File: src/rtl/dmem_arbiter.sv
// Two-requester data-memory arbiter: m0 has fixed priority, a starvation guard forces m1 through.
// Optional perf counters are enabled with `define DMEM_ARB_PERF_EN.
module dmem_arbiter #(
  parameter int STARVE_LIMIT = 8,
  parameter int CW           = 4,
  parameter int ALEN         = 32,
  parameter int XLEN         = 32
) (
  input  logic            clk,
  input  logic            rst,
  input  logic            m0_req,
  input  logic            m0_we,
  input  logic [3:0]      m0_be,
  input  logic [2:0]      m0_funct3,
  input  logic [ALEN-1:0] m0_addr,
  input  logic [XLEN-1:0] m0_wdata,
  output logic            m0_gnt,
  output logic            m0_rvalid,
  output logic [XLEN-1:0] m0_rdata,
  input  logic            m1_req,
  input  logic            m1_we,
  input  logic [3:0]      m1_be,
  input  logic [2:0]      m1_funct3,
  input  logic [ALEN-1:0] m1_addr,
  input  logic [XLEN-1:0] m1_wdata,
  output logic            m1_gnt,
  output logic            m1_rvalid,
  output logic [XLEN-1:0] m1_rdata,
  output logic            mem_we,
  output logic [3:0]      mem_be,
  output logic [2:0]      mem_funct3,
  output logic [ALEN-1:0] mem_addr,
  output logic [XLEN-1:0] mem_wdata,
  input  logic [XLEN-1:0] mem_rdata
`ifdef DMEM_ARB_PERF_EN
  ,
  output logic [31:0]     perf_m1_wait,
  output logic [31:0]     perf_forced
`endif
);

  localparam logic [CW-1:0] LIMIT = CW'(STARVE_LIMIT);

  logic [CW-1:0] r_starve_cnt;
  logic          r_pend;
  logic          r_owner;
  logic          w_force;
  logic          w_rd_gnt;

  // A zero limit compiles the guard away entirely (pure fixed priority).
  generate
    if (STARVE_LIMIT == 0) begin : g_noguard
      assign w_force = 1'b0;
    end else begin : g_guard
      assign w_force = (r_starve_cnt >= LIMIT);
    end
  endgenerate

  assign m1_gnt   = m1_req && (!m0_req || w_force);
  assign m0_gnt   = m0_req && !m1_gnt;
  assign w_rd_gnt = (m0_gnt && !m0_we) || (m1_gnt && !m1_we);

  always_comb begin
    mem_we     = 1'b0;
    mem_be     = '0;
    mem_funct3 = '0;
    mem_addr   = '0;
    mem_wdata  = '0;
    if (m1_gnt) begin
      mem_we     = m1_we;
      mem_be     = m1_be;
      mem_funct3 = m1_funct3;
      mem_addr   = m1_addr;
      mem_wdata  = m1_wdata;
    end else if (m0_gnt) begin
      mem_we     = m0_we;
      mem_be     = m0_be;
      mem_funct3 = m0_funct3;
      mem_addr   = m0_addr;
      mem_wdata  = m0_wdata;
    end
  end

  always_ff @(posedge clk or posedge rst) begin
    if (rst) begin
      r_starve_cnt <= '0;
    end else if (!m1_req || m1_gnt) begin
      r_starve_cnt <= '0;
    end else if (r_starve_cnt != {CW{1'b1}}) begin
      r_starve_cnt <= r_starve_cnt + 1'b1;
    end
  end

  // Owner is only meaningful while pending; it tags the single in-flight read.
  always_ff @(posedge clk or posedge rst) begin
    if (rst) begin
      r_pend  <= 1'b0;
      r_owner <= 1'b0;
    end else begin
      r_pend <= w_rd_gnt;
      if (w_rd_gnt) r_owner <= m1_gnt;
    end
  end

  assign m0_rvalid = r_pend && !r_owner;
  assign m1_rvalid = r_pend && r_owner;
  assign m0_rdata  = m0_rvalid ? mem_rdata : '0;
  assign m1_rdata  = m1_rvalid ? mem_rdata : '0;

`ifdef DMEM_ARB_PERF_EN
  logic [31:0] r_perf_wait;
  logic [31:0] r_perf_forced;

  // m1 winning while m0 also requests can only happen through the guard.
  always_ff @(posedge clk or posedge rst) begin
    if (rst) begin
      r_perf_wait   <= '0;
      r_perf_forced <= '0;
    end else begin
      if (m1_req && !m1_gnt && (r_perf_wait != 32'hFFFF_FFFF))
        r_perf_wait <= r_perf_wait + 32'd1;
      if (m1_gnt && m0_req && (r_perf_forced != 32'hFFFF_FFFF))
        r_perf_forced <= r_perf_forced + 32'd1;
    end
  end

  assign perf_m1_wait = r_perf_wait;
  assign perf_forced  = r_perf_forced;
`endif

endmodule

File: config.mk
export PLATFORM = sky130hd
export DESIGN_NAME = dmem_arbiter
export DESIGN_NICKNAME = d
export VERILOG_FILES = /design/src/rtl/dmem_arbiter.sv
export SDC_FILE = /design/constraint.sdc
export NUM_CORES = 1
export LEC_CHECK = 0
export CAP_MARGIN = 10
export CORE_AREA = 2 2 125 127
export DETAILED_ROUTE_END_ITERATION = 16
export DIE_AREA = 0 0 127 129
export PLACE_DENSITY = 0.53
export SETUP_SLACK_MARGIN = 0.02
export SYNTH_ARGS = -nofsm -noshare
export SYNTH_HDL_FRONTEND = slang
export SYNTH_SLANG_ARGS = --single-unit
File: constraint.sdc
create_clock -name clk -period 2.2 [get_ports clk]
set_input_delay 0.55 -clock clk [delete_from_list [all_inputs] [get_ports clk]]
set_output_delay 0.55 -clock clk [all_outputs]
set_load 0.03 [all_outputs]
== Word-level counts from Yosys, hierarchy flattened ==
Cells that the tools add are included.
Widths: inputs -> output; s select.
Word-level totals
  register bits: 6
  logic and storage cells: 36
Operators by class
  $add $sub $neg: 1
  order comparisons: 1
  eq/ne operators: 1
  mux-type cells: 14
  reduce and logical (&&, ||, !) cells: 16
Operators with widths (count)
  $mux 32: 6
  $mux 4: 4
  $logic_and 1x1->1: 6
  $logic_not 1->1: 6
  $mux 3: 2
  $add 4x1->4 const B: 1
  $ge 4x4->1 const B: 1
  $ne 4x4->1 const B: 1
  $logic_or 1x1->1: 3
  $mux 1: 2
  $reduce_bool 2->1: 1

== Longest topological paths before layout ==
  word-level depth: 7
  depth in mapped cells: 5
  mapped depth without buffers: 4

== Least setup slack after synthesis ==
No wires, ideal clock.
  path kind: input-to-output
  from: in m0_req
  to: out mem_we
  arrival time: 1386 ps
  data required time: 1650 ps
  slack: 264 ps
  stages on the path: 3
  cells stage by stage: nand2b_1 nand2_2 o21ai_0
Between the ends
  cells in the longest elaborated chain, start to end: 7
RTL lines
  from (decl): line 11  | input logic m0_req,
  $logic_not 1->1: line 59  | assign m1_gnt = m1_req && (!m0_req || w_force);
  $logic_or 1x1->1: line 59
  $logic_and 1x1->1: line 59
  $logic_not 1->1: line 60  | assign m0_gnt = m0_req && !m1_gnt;
  $logic_and 1x1->1: line 60
  $mux 1: line 75  | end else if (m0_gnt) begin
  $mux 1 *: line 69  | if (m1_gnt) begin
  to (decl): line 29  | output logic mem_we,
Every way passes the cells marked *; elsewhere a longest branch is shown, timed or not.

== Worst setup path in the final report ==
  from: in m0_req
  to: out mem_wdata[11]
Between the ends
  cells in the longest elaborated chain, start to end: 7
RTL lines
  $logic_not 1->1: line 59
  $logic_or 1x1->1: line 59
  $logic_and 1x1->1: line 59
  $logic_not 1->1: line 60
  $logic_and 1x1->1: line 60
  $mux 32: line 75
  $mux 32 *: line 69
  to (decl): line 33  | output logic [XLEN-1:0] mem_wdata,
Marks and branches as above.

==> results.toml <==
[outcome]
outcome = "finished, final reports clean"

[timing]
fin_crit_sh_pct = 98.15
worst_slack_ps = 40.72
worstMarginPinSlew_ps = 383.7
clock_skew_ps = 0.04109
setup_tns_ps = 0
finalHoldViolCount = 0
min_period_ps = 2159
relSlewSlack_pct = 74.42
rsz0062_at_grt = "no"
max_freq_mhz = 463.1
setup_viol = 0
drv_slew = 0

[detailed_routing]
num_vias = 2875
antenna_left = 0
drtIter0Drc = 125
wl_per_cell_um = 17.50
dr.pass1.iters = 4
drc = 0
routed_via_density = 4.113
wl_um = 12230

[power_and_ir_drop]
power_density_mw_per_mm2 = 336.5
p_leak_uw = 0.002466
ir_worst_vdd_v = 0.0003964

[logic_synthesis]
ys_seq_area_share_pct = 9.764
yosysWarnings = 0
synth_edf_count = 0
synth_cells = 193
yosys-top-cells-count = "a22o_1, and2_1, and3_1"
synth_area_mm2 = 0.001538
synth.top_cell.area_share_pct = 40.44
ys_ff_latch = 6
synth_cell_types = 24
synth.avg_cell_area_um2 = 7.967
synth_area_leaders = "a22o_1, and2_1, and3_1"
ys_async_sr_fraction_pct = 100.0
yosysMostFrequentCell = "a22o_1"
syn_nets = 375
synth_top_area_cell = "a22o_1"
synthFlopType = "dfrtp_1"

[grt]
grt_util_met1_pct = 14.86
met2_usage_pct = 24.57
use_met3_pct = 2.536
antenna_found_initial = 0
grt_max_degree = 37
grt-ovfl-total = 0
grt.total_usage_pct = 12.74
busiest_layer = "met2"
grt_pass1_wl_um = 16340
grt_pass1_vias = 2767

[clocking]
cts_buffer_depth = 2
cts_tree = "done"
clk_pin_slew_ps = 30
postCtsHoldBufs = 0
cts_sinks = 6
clock_latency_ps = 220
cts_buffers = 3
cts-htree-levels = 1
cts_root_buf = "clkbuf_16"

[critical_path]
crit_path_max_incr_delay_ps = 270
critPathMaxFanout = 8
cp-end-kind = "primary output"
crit_required_ps = 1650
cp-start-kind = "input port"
worstPathArrival_ps = 1610
crit_type = "in -> out"
path_buf_inv = 4
crit_slowest_cell = "bufbuf_16"
rr_startpoint = "r_starve_cnt[3]"
cpLargestDelayFamily = "buffers and inverters"
crit_path_start = "m0_req"
path_cells = "buf_4 > a21boi_4 > buf_6 > bufbuf_16 > a22o_1 > buf_12"

[placed_design]
dp_slack_ps = -344.3
globalplace.congestion = 0.8403
hpwl_um = 9521
dp_cells = 687
numPortBuffers = 319

[floorplanning]
dieHeight_um = 129
ioPinCount = 320
dieWidth_um = 127
num_rows = 45
die_area_mm2 = 0.01638
core_area_mm2 = 0.01498
initial_core_util_pct = 10.27

[final_layout]
final_nets = 695
diodes = 0
syn_to_final_growth_pct = 229.0
drive_gt1_share_pct = 34.64
final-instance-count-excl-fill = 699

[worst_hold_path]
hp-class = "reg -> reg"
hold_start = "r_starve_cnt[0]"

[job]
maxCapViolCount = 0
where the power goes:
| group | total, uW | internal [uW] | switching [uW] | leakage [uW] |
|---|---|---|---|---|
| clock network | 287 | 233 | 54.6 | 0.0000370 |
| logic | 1290 | 682 | 610 | 0.00235 |
| registers | 123 | 116 | 7.62 | 0.0000786 |
| total | 1700 | 1030 | 672 | 0.00247 |
state kept, by name (all words and copies together), names as in the netlist:
| name | flops |
|---|---|
| r_owner | 1 |
| r_pend | 1 |
| r_starve_cnt | 4 |
routing by layer:
layer / vias to the layer above / wire, um
met5: - / 0
met2: 167 / 6575
li1: 1378 / -
met1: 1322 / 4604
met4: 0 / 93
met3: 8 / 960
stage by stage:
stage	area [um2]	power, uW	hold WS [ps]	util (%)
global placement	4662	1327	470.4	31.13
floorplan	1538	673.8	341.0	-
detailed placement	4662	1330	486.5	31.13
finish	5060	1703	487.1	33.78
global route	5060	1774	529.0	33.78
CTS	4999	1700	487.9	33.38
final cells by class:
type / instances / area (um2)
fillers: 1526 / 9917
inverters: 7 / 28.78
clock buffers: 3 / 75.07
repair buffers: 339 / 3337
multi-input cells: 156 / 1232
flip-flops and latches: 6 / 151.4
well taps: 188 / 235.2
kinds of logic after synthesis:
| group | Yosys count | synth area share [%] |
|---|---|---|
| buf+inv | 31 | 14.48 |
| flops | 6 | 9.764 |
| simple gates | 75 | 30.19 |
| compound gates | 78 | 43.37 |
| fa+ha+maj | 2 | 1.627 |
| xor+xnor | 1 | 0.5697 |
final timing paths:
kind / endpoint / slack [ps] / cells after the start
setup / recovery: mem_wdata[11] / 40 / 6
hold / removal: r_starve_cnt[0] / 490 / 1
setup reg to reg: r_pend / 1020 / 5
hold reg to reg: r_starve_cnt[0] / 490 / 1
max in group asynchronous: r_starve_cnt[3] / 1450 / 2
min in group asynchronous: r_starve_cnt[0] / 540 / 2
worst reg2reg max path: cells and delay by family (launching register included):
family / cells / cell delay [ps]
buf+inv: 3 / 340
compound gates: 2 / 330
flops: 1 / 430
layout by cell type, fill, tap and decap left out, types with 2 or more instances in the layout:
cell type          n
clkbuf_16          4
a22o_4             6
buf_12            13
a22o_1            65
and2_1            33
dfrtp_1            5
buf_16             3
and3_1            32
nor2_1             4
o21ai_0            2
clkdlybuf4s50_1  177
buf_6             21
inv_1              6
ha_1               2
a21oi_1            2
buf_4            121
timing repair:
item / 4_1_cts / 5_1_grt
buffers inserted: 3 / 1
gates cloned: 4 / 1
hold endpoints to repair: 0 / 0
gates resized for setup: 38 / 5
endpoints found under the setup margin: 74 / 38
pin swaps: 4 / 2
(Power assumes the default switching activity.)
==> patch 1, RTL diff (same flow settings) <==
Change the parameter `CW` from 4 to 3.
--- a/src/rtl/dmem_arbiter.sv
+++ b/src/rtl/dmem_arbiter.sv
@@ -2,7 +2,7 @@
 // Optional perf counters are enabled with `define DMEM_ARB_PERF_EN.
 module dmem_arbiter #(
   parameter int STARVE_LIMIT = 8,
-  parameter int CW           = 4,
+  parameter int CW           = 3,
   parameter int ALEN         = 32,
   parameter int XLEN         = 32
 ) (
Check against the original RTL: not equivalent (a bounded check fails within 4 cycles, from zero or initial values and one cycle with rst high).
==> patch 1 against the unedited design <==
Sequential power decreased by 64%. Register-to-register slack better by 0.24 ns. First-iteration DRC count fell by 66%. Total power rose by 2.8%. Non-clock buffer count down 1. Critical path depth grew 1. Final area increased by 2.4%. Sequential cell count down 4. Area after synthesis fell by 15%. Routed wire length up 2.6%. Setup slack barely moved. Critical endpoint is now mem_funct3[2].
==> patch 1: results (changes against the unedited design) <==
| Item | Value | Unit | Change |
| --- | --- | --- | --- |
| Endpoint of the most critical register-to-register path | r_owner | - | was r_pend |
| Via count of the first global-routing pass | 2810 | - | was 2767 |
| Peak supply drop | 156 | uV | was 396 uV |
| Proportion of synthesized chip area in sequential cells | 0.0383 | - | was 0.0976 |
| GRT Util Overall | 0.139 | - | was 0.127 |
| Fill cell count | 1556 | - | was 1526 |
| GPL Wtd Cong | 0.829 | - | was 0.840 |
| Leading cell types by count after synthesis | 72 x sky130_fd_sc_hd__a22o_1, 29 x sky130_fd_sc_hd__and2_1, 20 x sky130_fd_sc_hd__and3_1, 15 x sky130_fd_sc_hd__buf_2, 12 x sky130_fd_sc_hd__and3_2 | - | was 71 x sky130_fd_sc_hd__a22o_1, 33 x sky130_fd_sc_hd__and2_1, 32 x sky130_fd_sc_hd__and3_1, 13 x sky130_fd_sc_hd__buf_6, 8 x sky130_fd_sc_hd__clkbuf_1 |
| Worst hold margin | 0.497 | ns | was 0.487 ns |
| Post-Route Skew | 0 | ns | was 0.0000411 ns |
| Worst reg-to-reg setup slack | 1.26 | ns | was 1.02 ns |
| Registers with the highest flip-flop counts | r_owner (1), r_pend (1) | - | was r_starve_cnt (4), r_owner (1), r_pend (1) |
| HPWL reported at the end of detailed placement | 10.7 | mm | was 9.52 mm |
| Fraction of final layout cells with drive strength greater than 1 | 0.402 | - | was 0.346 |
| Number of placed instances with taps included | 663 | - | was 687 |
| Average wire per standard cell | 18.6 | um | was 17.5 um |
| Mapped Nets | 351 | - | was 375 |
| Pin count of the biggest net entering global routing | 61 | - | was 37 |
| Synthesized-area fraction occupied by adder cells | 0 | - | was 0.0163 |
| Maximum fanout encountered on the critical timing path | 5 | - | was 8 |
| Synthesized-area fraction occupied by ao, oa, aoi and oai cells | 0.496 | - | was 0.434 |
| Result of the run | finished clean | - | unchanged |
| Number of non-filler instances in the completed layout | 675 | - | was 699 |
| Leak pwr | 0.00240 | uW | was 0.00247 uW |
| Ratio of routed vias to standard cells | 4.04 | - | was 4.11 |
## patch 1: per-stage QoR
stage                      util  setup WS, ns  power, uW  instance area, sq um  TNS, ns
after detailed placement  0.317        -0.170       1400                  4750    -7.06
after floorplan               -         0.275        616                  1310        0
after CTS                 0.345        0.0387       1770                  5170        0
after global placement    0.317        -0.142       1400                  4750    -5.88
final                     0.346        0.0410       1750                  5180        0
after global routing      0.346        0.0206       1820                  5180        0
## patch 1: worst reg2reg max path, stage by stage (launching register included)
cell,delay (ns)
sky130_fd_sc_hd__dfrtp_1,0.39
sky130_fd_sc_hd__buf_4,0.23
sky130_fd_sc_hd__o22a_2,0.20
## patch 1: kinds of logic after synthesis
| family | after synthesis |
|---|---|
| AOI/OAI and AO/OA | 74 |
| and+or+nand+nor | 68 |
| buffers and inverters | 27 |
| DFF | 2 |
## patch 1: power by group through the flow
stage / combinational (uW) / sequential, uW / clock (uW)
floorplan: 570 / 46.6 / 0
global placement: 1360 / 44.0 / 0
detailed placement: 1360 / 44.1 / 0
CTS: 1450 / 43.8 / 274
global route: 1500 / 44.2 / 279
finish: 1440 / 43.7 / 269
## patch 1: routing by layer
metal | routed length, um | vias to the layer above | GRT usage
li1 | - | 1306 | -
met1 | 4500 | 1228 | 0.152
met4 | 17 | 0 | 0.00776
met3 | 1240 | 2 | 0.0383
met2 | 6790 | 191 | 0.279
met5 | 0 | - | 0
## patch 1: how the worst max path moves through the flow
| stage | startpoint | to | slack [ns] |
|---|---|---|---|
| 2_1_floorplan | m1_req | mem_addr[23] | 0.28 |
| 3_3_place_gp | m0_req | mem_addr[12] | -0.14 |
| 3_5_place_dp | m0_req | mem_addr[12] | -0.17 |
| 4_1_cts | m1_req | mem_wdata[2] | 0.04 |
| 5_1_grt | m1_req | mem_wdata[2] | 0.02 |
| 6_report | m1_req | mem_funct3[2] | 0.04 |
## patch 1: what timing repair did
item,in CTS,in global routing
buffers inserted,3,1
resized for setup,38,0
cloned,5,0
endpoints found under the setup margin,72,2
pin swaps,4,0
## patch 1: layout make-up
cell class	count	share of cell area
inverters	2	0.00386
flip-flops and latches	2	0.00966
well taps	188	0.0454
repair buffers	338	0.692
multi-input cells	142	0.234
clock buffers	3	0.0145
==> patch 2, RTL diff (config.mk and constraints unchanged) <==
Made on the original files. Change the parameter `STARVE_LIMIT` from 8 to 7.
--- a/src/rtl/dmem_arbiter.sv
+++ b/src/rtl/dmem_arbiter.sv
@@ -1,7 +1,7 @@
 // Two-requester data-memory arbiter: m0 has fixed priority, a starvation guard forces m1 through.
 // Optional perf counters are enabled with `define DMEM_ARB_PERF_EN.
 module dmem_arbiter #(
-  parameter int STARVE_LIMIT = 8,
+  parameter int STARVE_LIMIT = 7,
   parameter int CW           = 4,
   parameter int ALEN         = 32,
   parameter int XLEN         = 32
Function: changed (a bounded check fails within 10 cycles, from zero or initial values and one cycle with rst high).
==> patch 2 against the unedited design <==
The run now ends with negative setup slack left. Count of clock-buffer cells in the layout unchanged. Final area grew 32%. Total power increased by 22%. Clock skew rose by 0.0014 ns. Clock power increased by 2%. Utilization increased by 11 points. Sequential cell count unchanged. Combinational power increased by 29%. Setup slack lost 0.41 ns. Routed wire length is 2.7% lower. Global-route usage is 1.0 points higher. Area after synthesis increased by 35%.
==> patch 2: results (changes against the unedited design) <==
| Item | Value | Unit | Change |
| --- | --- | --- | --- |
| Routed via count | 3433 | - | was 2875 |
| Average wire per standard cell | 13.9 | um | was 17.5 um |
| Pin count of the biggest net entering global routing | 51 | - | was 37 |
| Leading cell types by count after synthesis | 76 x sky130_fd_sc_hd__inv_1, 73 x sky130_fd_sc_hd__mux2i_1, 73 x sky130_fd_sc_hd__nand2_1, 35 x sky130_fd_sc_hd__and2_1, 34 x sky130_fd_sc_hd__and3_1 | - | was 71 x sky130_fd_sc_hd__a22o_1, 33 x sky130_fd_sc_hd__and2_1, 32 x sky130_fd_sc_hd__and3_1, 13 x sky130_fd_sc_hd__buf_6, 8 x sky130_fd_sc_hd__clkbuf_1 |
| Worst path setup slack after routing | -0.365 | ns | was 0.0407 ns |
| Fraction of final layout cells with drive strength greater than 1 | 0.386 | - | was 0.346 |
| Result of the run | finished, violations left | - | was finished clean |
| Origin of the critical flop-to-flop path | r_starve_cnt[1] | - | was r_starve_cnt[3] |
| Violation count after the first detailed-routing iteration | 92 | - | was 125 |
| Leak pwr | 0.00328 | uW | was 0.00247 uW |
| GR Util met3 | 0.0320 | - | was 0.0254 |
| Met1 layer wirelength in the final routing | 4.26 | mm | was 4.60 mm |
| Slew headroom | 0.823 | - | was 0.744 |
| Mapped Nets | 513 | - | was 375 |
| Accumulated negative setup slack | -20.01 | ns | was 0 ns |
| Yosys cell types | 20 | - | was 24 |
| Number of buffers added for setup after CTS | 15 | - | was 3 |
| Biggest cell delay along the critical path | 0.37 | ns | was 0.27 ns |
| Fraction of met2 tracks used by global routing | 0.270 | - | was 0.246 |
| Fin nets | 854 | - | was 695 |
| Mapped Cells | 332 | - | was 193 |
| Post-Route Skew | 0.00144 | ns | was 0.0000411 ns |
| Sw Ratio | 0.409 | - | was 0.395 |
| Hold/Removal Path Class | in2async | - | was reg2reg |
| GRT Util Overall | 0.137 | - | was 0.127 |
| GPL Wtd Cong | 0.837 | - | was 0.840 |
| Overall power consumption | 2080 | uW | was 1700 uW |
| Met1 GRT Util | 0.152 | - | was 0.149 |
| Count of final setup violators | 73 | - | was 0 |
| Violations in the final reports | negative setup slack | - |  |
| CP max-delay cell | sky130_fd_sc_hd__dfrtp_1 | - | was sky130_fd_sc_hd__bufbuf_16 |
| Number of non-filler instances in the completed layout | 859 | - | was 699 |
| Final instance area | 6690 | sq um | was 5060 sq um |
| CP endpoint | mem_wdata[16] | - | was mem_wdata[11] |
| Classification of the worst setup path | reg2out | - | was in2out |
| Crit path arrival time | 2.01 | ns | was 1.61 ns |
| Met3 WL | 1.08 | mm | was 960 um |
| Maximum fanout encountered on the critical timing path | 6 | - | was 8 |
| HPWL reported at the end of detailed placement | 10.1 | mm | was 9.52 mm |
## patch 2: cell types whose count changed after synthesis, moves of 3 or more
cell / unedited run / this run
sky130_fd_sc_hd__a22o_1: 71 / 0
sky130_fd_sc_hd__nor2_1: 4 / 1
sky130_fd_sc_hd__buf_6: 13 / 4
sky130_fd_sc_hd__inv_1: 6 / 76
sky130_fd_sc_hd__clkbuf_1: 8 / 17
sky130_fd_sc_hd__nand2_1: 1 / 73
sky130_fd_sc_hd__mux2i_1: 0 / 73
## patch 2: cell families (layout without fill, tap and decap cells)
group,count (synthesis),after routing,synth area share
simple gates,146,146,0.351
compound gates,5,5,0.0192
flops,6,6,0.0722
buf+inv,101,440,0.200
mux,73,73,0.351
fa+ha+maj,1,1,0.00601
## patch 2: layout make-up
cell class,count,area share
inverters,76,0.0426
well taps,188,0.0351
clock buffers,3,0.0112
multi-input cells,225,0.341
repair buffers,361,0.547
flip-flops and latches,6,0.0224
